### config.mk
export PLATFORM = sky130hd
export DESIGN_NAME = mul_cdb_buffer
export DESIGN_NICKNAME = d
export VERILOG_FILES = /design/src/rtl/mul_cdb_buffer_pkg.sv /design/src/rtl/mul_result_fifo.sv /design/src/rtl/mul_cdb_buffer.sv
export SDC_FILE = /design/constraint.sdc
export NUM_CORES = 1
export LEC_CHECK = 0
export ABC_AREA = 1
export BUFFER_PORTS_ARGS = -buffer_cell sky130_fd_sc_hd__buf_4
export CAP_MARGIN = 25
export CORE_MARGIN = 5
export CORE_UTILIZATION = 29
export CTS_BUF_LIST = sky130_fd_sc_hd__clkbuf_4 sky130_fd_sc_hd__clkbuf_8
export DETAILED_ROUTE_END_ITERATION = 8
export PLACE_DENSITY_LB_ADDON = 0.1
export SYNTH_ARGS = -nofsm -noshare
export SYNTH_HDL_FRONTEND = slang
export SYNTH_HIERARCHICAL = 1
export SYNTH_SLANG_ARGS = --single-unit
### constraint.sdc
create_clock -name clock -period 8.5 [get_ports clock]
set_clock_uncertainty 0.2 [all_clocks]
set_input_delay 1.7 -clock clock [delete_from_list [all_inputs] [get_ports clock]]
set_output_delay 1.7 -clock clock [all_outputs]
set_load 0.05 [all_outputs]
### src/rtl/mul_cdb_buffer_pkg.sv
// Shared types and constants for the multiplier completion buffer.
// Consumed by mul_result_fifo and mul_cdb_buffer.
package mul_cdb_buffer_pkg;

    localparam int XLEN          = 32;
    localparam int PRF_LEN       = 6;
    localparam int ROB_LEN       = 5;
    localparam int STAGE         = 8;
    localparam int MUL_BUF_DEPTH = 8;
    localparam int MUL_BUF_LEN   = $clog2(MUL_BUF_DEPTH);

    typedef struct packed {
        logic [XLEN-1:0]    value;
        logic [PRF_LEN-1:0] prf_idx;
        logic [ROB_LEN-1:0] rob_idx;
        logic [XLEN-1:0]    PC;
    } MUL_RESULT_PACKET;

endpackage

### src/rtl/mul_result_fifo.sv
// Circular result store with head/tail/count bookkeeping and a single-cycle clear.
// DEPTH must be a power of two so the pointers wrap naturally.
module mul_result_fifo
    import mul_cdb_buffer_pkg::*;
#(
    parameter int unsigned DEPTH = 8
) (
    input  logic                         clock,
    input  logic                         reset,
    input  logic                         clear,
    input  logic                         push,
    input  logic                         pop,
    input  MUL_RESULT_PACKET             wr_data,
    output MUL_RESULT_PACKET             rd_data,
    output logic [$clog2(DEPTH+1)-1:0]   count
);

    localparam int unsigned PTR_W = $clog2(DEPTH);
    localparam int unsigned CNT_W = $clog2(DEPTH + 1);

    MUL_RESULT_PACKET   mem [DEPTH];
    logic [PTR_W-1:0]   head;
    logic [PTR_W-1:0]   tail;

    always_ff @(posedge clock) begin
        if (reset || clear) begin
            head  <= '0;
            tail  <= '0;
            count <= '0;
        end else begin
            if (push) tail <= tail + PTR_W'(1);
            if (pop)  head <= head + PTR_W'(1);
            case ({push, pop})
                2'b10:   count <= count + CNT_W'(1);
                2'b01:   count <= count - CNT_W'(1);
                default: ;
            endcase
        end
    end

    // Storage needs no reset; count gates visibility of every entry.
    always_ff @(posedge clock) begin
        if (push) mem[tail] <= wr_data;
    end

    assign rd_data = mem[head];

endmodule

### src/rtl/mul_cdb_buffer.sv
// Buffers multiplier results for the CDB arbiter and throttles multiply issue.
// Optional same-cycle bypass of an arrival into an empty buffer: MUL_BUF_BYPASS_EN.
module mul_cdb_buffer
    import mul_cdb_buffer_pkg::*;
#(
    parameter int unsigned MUL_BUF_DEPTH = mul_cdb_buffer_pkg::MUL_BUF_DEPTH,
    parameter int unsigned MUL_LATENCY   = STAGE
) (
    input  logic               clock,
    input  logic               reset,
    input  logic               mul_enable,
    input  logic               mul_valid,
    input  logic [XLEN-1:0]    mul_value,
    input  logic [PRF_LEN-1:0] mul_prf_idx,
    input  logic [ROB_LEN-1:0] mul_rob_idx,
    input  logic [XLEN-1:0]    mul_PC,
    input  logic               squash,
    input  logic               cdb_grant,
    output logic               cdb_req,
    output logic [XLEN-1:0]    cdb_value,
    output logic [PRF_LEN-1:0] cdb_prf_idx,
    output logic [ROB_LEN-1:0] cdb_rob_idx,
    output logic [XLEN-1:0]    cdb_PC,
    output logic               mul_issue_stall
);

    localparam int unsigned CNT_W = $clog2(MUL_BUF_DEPTH + 1);
    localparam int unsigned INF_W = $clog2(MUL_LATENCY + 1);

    logic [CNT_W-1:0] count;
    logic [INF_W-1:0] inflight, inflight_next;
    logic [INF_W-1:0] drop_cnt, drop_cnt_next;
    logic             arrival_keep;
    logic             fifo_push;
    logic             fifo_pop;
    MUL_RESULT_PACKET arrival_pkt;
    MUL_RESULT_PACKET head_pkt;

    assign arrival_pkt.value   = mul_value;
    assign arrival_pkt.prf_idx = mul_prf_idx;
    assign arrival_pkt.rob_idx = mul_rob_idx;
    assign arrival_pkt.PC      = mul_PC;

    assign arrival_keep = mul_valid && (drop_cnt == '0) && !squash;
    assign fifo_pop     = (count != '0) && cdb_grant && !squash;

`ifdef MUL_BUF_BYPASS_EN
    logic bypass_fire;
    assign bypass_fire = arrival_keep && (count == '0);
    // A bypassed arrival that is granted immediately never occupies a slot.
    assign fifo_push   = arrival_keep && !(bypass_fire && cdb_grant);
`else
    assign fifo_push   = arrival_keep;
`endif

    mul_result_fifo #(
        .DEPTH   (MUL_BUF_DEPTH)
    ) u_fifo (
        .clock   (clock),
        .reset   (reset),
        .clear   (squash),
        .push    (fifo_push),
        .pop     (fifo_pop),
        .wr_data (arrival_pkt),
        .rd_data (head_pkt),
        .count   (count)
    );

    assign inflight_next = inflight + INF_W'(mul_enable) - INF_W'(mul_valid);

    // On squash, everything still in the pipe (including this cycle's issue) is doomed.
    always_comb begin
        drop_cnt_next = drop_cnt;
        if (squash) begin
            drop_cnt_next = inflight_next;
        end else if (mul_valid && (drop_cnt != '0)) begin
            drop_cnt_next = drop_cnt - INF_W'(1);
        end
    end

    always_ff @(posedge clock) begin
        if (reset) begin
            inflight <= '0;
            drop_cnt <= '0;
        end else begin
            inflight <= inflight_next;
            drop_cnt <= drop_cnt_next;
        end
    end

    assign mul_issue_stall = (32'(count) + 32'(inflight)) >= MUL_BUF_DEPTH;

    always_comb begin
        cdb_req     = 1'b0;
        cdb_value   = '0;
        cdb_prf_idx = '0;
        cdb_rob_idx = '0;
        cdb_PC      = '0;
        if (count != '0) begin
            cdb_req     = 1'b1;
            cdb_value   = head_pkt.value;
            cdb_prf_idx = head_pkt.prf_idx;
            cdb_rob_idx = head_pkt.rob_idx;
            cdb_PC      = head_pkt.PC;
        end
`ifdef MUL_BUF_BYPASS_EN
        else if (bypass_fire) begin
            cdb_req     = 1'b1;
            cdb_value   = mul_value;
            cdb_prf_idx = mul_prf_idx;
            cdb_rob_idx = mul_rob_idx;
            cdb_PC      = mul_PC;
        end
`endif
    end

    always_ff @(posedge clock) begin
        if (!reset) begin
            assert (!(fifo_push && !fifo_pop && (count == CNT_W'(MUL_BUF_DEPTH))));
            assert (!(mul_valid && (inflight == '0)));
        end
    end

endmodule

# Yosys cells after proc, flatten, opt, wreduce, memory -nomap -nowiden
# Memory sizes are Yosys's and may differ from the RTL's. A register that Yosys moved wholly into a read port is not among the register bits.
# Index checks and enable logic that the tools add are counted.
[op_classes]
n_addsub = 8
mux = 12
order_cmp = 1
reduce_logical = 12
eq_ne = 2
[op_table]
columns = ["cell", "n"]
rows = [
  ["$mux 32", 2],
  ["$mux 4", 2],
  ["$pmux 4 s2", 1],
  ["$reduce_bool 4->1", 2],
  ["$sub 4x1->4 const B", 2],
  ["$add 3x1->3 const B", 2],
  ["$mux 3", 2],
  ["$mux 6", 1],
  ["$add 4x4->5", 1],
  ["$ge 5x4->1 const B", 1],
  ["$logic_and 1x1->1", 5],
  ["$mux 5", 1],
  ["$add 4x1->4", 1],
  ["$add 4x1->4 const B", 1],
  ["$logic_not 4->1", 1],
  ["$reduce_bool 2->1", 2],
  ["$sub 4x1->4", 1],
  ["$mux 1", 3],
  ["$eq 2x1->1 const B", 1],
  ["$eq 2x2->1 const B", 1],
  ["$logic_not 1->1", 1],
  ["$logic_or 1x1->1", 1],
]
[totals]
n_memories = 1
input_bits = 81
out_inout_bits = 77
word_cells = 41
register_bits = 18
ram_bits = 600
[memory_table]
columns = ["memory", "words", "word_bits", "read_ports", "rd_ports_with_merged_regs", "wr", "line_no", "source"]
rows = [
  ["u_fifo.mem", 8, 75, 1, 1, 1, "mul_result_fifo.sv:21", "MUL_RESULT_PACKET mem [DEPTH];"],
]

# Longest topological paths before layout
[logic_depth]
depth_word = 5
ltp_mapped = 15

# Cells and area by module
# The synthesis kept the hierarchy.
[modules_own_cells]
columns = ["mod", "cells_each", "area_per_inst_um2", "instances", "seq_area_each_um2"]
rows = [
  ["mul_result_fifo", 1771, 23879.2, 1, 18277.5],
  ["mul_cdb_buffer", 253, 1262.5, 1, 160.2],
]

# Worst setup path before layout
# Ideal clock, no wire load.
[synth_timing]
path_kind = "input to register"
start = "input port squash"
end = "memory u_fifo/mem[0][0] (netlist name) (enable)"
n_path_buf = 0
path_slack_ns = 2.111
stages = 6
t_arrival_ns = 5.680
setup_time_ns = 0.509
path_cell_list = "inv_1 -> nand3_1 -> nor2_1 -> inv_1 -> or2_2 -> nor2_1"
[synth_via]
elab_chain_cells = 4
[synth_lines]
columns = ["item", "line_no", "source"]
rows = [
  ["from (decl)", "mul_cdb_buffer.sv:17", "input logic squash,"],
  ["$logic_not 1->1", "mul_cdb_buffer.sv:44", "assign arrival_keep = mul_valid && (drop_cnt == '0) && !squash;"],
  ["$logic_and 1x1->1", "mul_cdb_buffer.sv:44", ""],
  ["net arrival_keep", "mul_cdb_buffer.sv:33", "logic arrival_keep;"],
  ["$mux 1", "mul_result_fifo.sv:43", "if (push) mem[tail] <= wr_data;"],
  ["$mux 1 (not written as such)", "mul_result_fifo.sv:43", ""],
  ["to (decl)", "mul_result_fifo.sv:21", ""],
]
# The timed path passes the listed nets, and every way through them passes these cells.

==> results.json <==
{
  "status": "completed",
  "io_pins": 158,
  "synth-compound-area-share_pct": 8.316,
  "syn_area_per_cell_um2": 12.42,
  "syn_to_final_growth_pct": 17.88,
  "cp.depth": 9,
  "synth_simple_gate_area_share_pct": 10.42,
  "synth_xor_area_share_pct": 0.1393,
  "yosysTopAreaCell": "edfxtp_1",
  "path_class": "flop to primary output",
  "synth_top_family_by_area": "simple AND/OR/NAND/NOR gates",
  "clock_latency_ps": 670,
  "critPathTopFamily": "buffers and inverters",
  "fin_nets": 2303,
  "ir_drop_v": 0.0001043,
  "port_buffers": 157,
  "slowest_delay_ps": 730,
  "grt_start_max_net_pins": 205,
  "timing.final.ws_setup_ps": 2847,
  "crit_path_end": "cdb_PC[29]",
  "critPathMaxFanout": 129,
  "h-tree-depth": 3,
  "cp.arrival_ps": 3750,
  "register_area_um2": 18450,
  "power.static_leakage_nw": 10.49,
  "synthMuxAreaShare_pct": 2.986,
  "detail_route.first_pass.iterations": 4,
  "vias": 15710,
  "ant_nets": 0,
  "dp_slack_ps": 3199,
  "grt_overflow_total": 0,
  "layout_commonest_cell": "edfxtp_1",
  "ff2ff_setup_slack_ps": 4660,
  "final_cell_mix": "600 x edfxtp_1, 396 x nor2_1, 262 x nand2_1",
  "reg2reg_depth": 9,
  "grt_usage_pct": 14.09,
  "final.min_clock_period_ps": 5653,
  "synth_cell_types": 29,
  "cts_tree": "built",
  "floorplan.die_area_um2": 92680,
  "vias_per_cell": 4.547,
  "rsz0062_at_grt": "false",
  "cts_hold_buffers": 0,
  "cts-root-buf": "clkbuf_8",
  "gp_congestion": 0.6874,
  "core_um2": 86350,
  "multi_input_area_um2": 5771,
  "initial_core_util_pct": 29.12,
  "cellPowerDensity_nw_per_um2": 227.1,
  "num_rows": 108,
  "antenna_found_initial": 6,
  "cts.sinks": 621,
  "r2r-start": "drop_cnt[0]$_SDFFE_PP0P_",
  "cts_buffers": 110,
  "clockBufferDepth": 3,
  "num-fill-cells": 8628,
  "instances_no_fill": 3454,
  "dpl.cell_count": 3248,
  "die_w_um": 304.4,
  "cts_resized": 0,
  "worstPathCellList": "inv_6 > buf_12 > o21ai_0 > o21ai_1 > nand2_1 > nand2_1 > inv_1 > nor2_1 > buf_4",
  "max-cap-violations": 0,
  "wl_per_cell_um": 19.46,
  "yosys_warnings": 6,
  "finalCritPeriodShare_pct": 66.51,
  "cts_setup_buffers": 0,
  "tightest_slew_ps": 1055,
  "maxSlewHeadroom_pct": 29.65,
  "synth_top_area_share_pct": 71.66,
  "worstPathRequired_ps": 6600,
  "final_hold_viol_count": 0,
  "yosysSeqAreaShare_pct": 73.34,
  "cp_slowest_cell": "inv_6",
  "die_y_um": 304.4,
  "dp_hpwl_mm": 34.32,
  "end_kind": "primary output",
  "netlist_area_um2": 25140,
  "drt_iter0_markers": 871,
  "hp-class": "flop to flop",
  "ys_top_cells_by_area": "edfxtp_1 72%, nor2_1 6.0%, o21ai_0 4.7%, nand2_1 3.9%, mux2i_1 3.0%",
  "setup_viol": 0,
  "setup_tns_ps": 0,
  "drcViolationCount": 0,
  "clk_pin_slew_ps": 60,
  "slew_viol_final": 0,
  "drive_above_1_share_pct": 16.42,
  "grt_first_pass_wirelength_mm": 100.9,
  "r2r_end": "u_fifo/mem[0][62]$_DFFE_PP_",
  "synth_seq_cells": 621,
  "clock.fmax_mhz": 176.9,
  "critPathLaunchType": "flop",
  "holdWs_ps": 270.8,
  "grt_pass1_vias": 16190,
  "netlist_instances": 2024,
  "synth-adder-area-share_pct": 0.8560,
  "cpMostUsedCell": "nand2_1",
  "synth_nets": 2121,
  "wl_mm": 67.22,
  "fin_total_pwr_mw": 6.732,
  "worst-path-buf-inv": 4
}
==> how the worst min path moves through the flow <==
| stage | from | to | slack (ps) | depth (start not counted) |
|---|---|---|---|---|
| floorplan | drop_cnt[3]$_SDFFE_PP0P_ | drop_cnt[3]$_SDFFE_PP0P_ | 240 | 2 |
| global placement | drop_cnt[3]$_SDFFE_PP0P_ | drop_cnt[3]$_SDFFE_PP0P_ | 260 | 2 |
| detailed placement | drop_cnt[3]$_SDFFE_PP0P_ | drop_cnt[3]$_SDFFE_PP0P_ | 260 | 2 |
| CTS | drop_cnt[3]$_SDFFE_PP0P_ | drop_cnt[3]$_SDFFE_PP0P_ | 270 | 2 |
| global route | drop_cnt[3]$_SDFFE_PP0P_ | drop_cnt[3]$_SDFFE_PP0P_ | 320 | 2 |
| finish | drop_cnt[3]$_SDFFE_PP0P_ | drop_cnt[3]$_SDFFE_PP0P_ | 270 | 2 |
==> power breakdown <==
part	total, mW	switching [mW]	internal (mW)
Combinational	0.654	0.463	0.190
Clock	2.64	1.23	1.41
Sequential	3.44	0.0231	3.42
Total	6.73	1.71	5.02
==> per-layer routing <==
layer | up-vias | track usage (%) | share of wire [%] | wire, um
met5 | - | 0 | 0.057 | 38
met4 | 6 | 3.543 | 2.1 | 1401
met3 | 113 | 3.118 | 4.1 | 2786
met2 | 278 | 23.74 | 48 | 32240
met1 | 7790 | 18.61 | 46 | 30750
li1 | 7520 | - | - | -
==> tightest hold or removal path: cells and delay by family, from the launching register on <==
kind / cells / cell delay, ps
AO/OA/AOI/OAI: 1 / 60
flip-flops: 1 / 310
AND/OR/NAND/NOR: 1 / 60
==> flip-flops by register name (all words and copies together), names as in the netlist, named ones only <==
| register | flops |
|---|---|
| u_fifo/mem | 600 |
| u_fifo/head | 3 |
| u_fifo/tail | 3 |
| drop_cnt | 4 |
| u_fifo/count | 4 |
| inflight | 4 |
==> synth_stat cells <==
library cell  number
a21oi_1           16
nor3_1             1
edfxtp_1         600
or2_2              4
buf_6             10
ha_1              14
nand2_1          262
xor2_1             1
clkbuf_2           1
nand3_1           12
nor2_1           404
xnor2_1            3
mux2i_1           75
buf_1              4
o21ai_1           67
dfxtp_1           21
o211ai_1           1
o22ai_1           75
inv_2              1
buf_4              6
a211oi_1           1
nor3b_1            1
buf_2             31
inv_1            109
fa_1               2
nor4_4             1
buf_8              1
clkbuf_1          62
o21ai_0          238
==> cells by family after synthesis <==
kind of cell,Yosys count
simple gates,685
flops,621
compound gates,398
buf+inv,225
mux,75
fa+ha+maj,16
xor+xnor,4
==> per-stage QoR <==
stage / area, um2 / util, %
6_report: 29640 / 34.32
5_1_grt: 29630 / 34.32
4_1_cts: 29620 / 34.30
3_5_place_dp: 27520 / 31.87
3_3_place_gp: 27500 / 31.84
2_1_floorplan: 25140 / -
==> final cells by class <==
class | instances | share of cell area (%)
diodes | 3 | 0.02533
inverters | 110 | 1.414
well taps | 1155 | 4.876
repair buffers | 185 | 4.868
clock inverters | 57 | 1.034
flip-flops and latches | 621 | 62.25
multi-input cells | 1178 | 19.47
clock buffers | 145 | 6.058
Power figures use the tool's default switching activity.
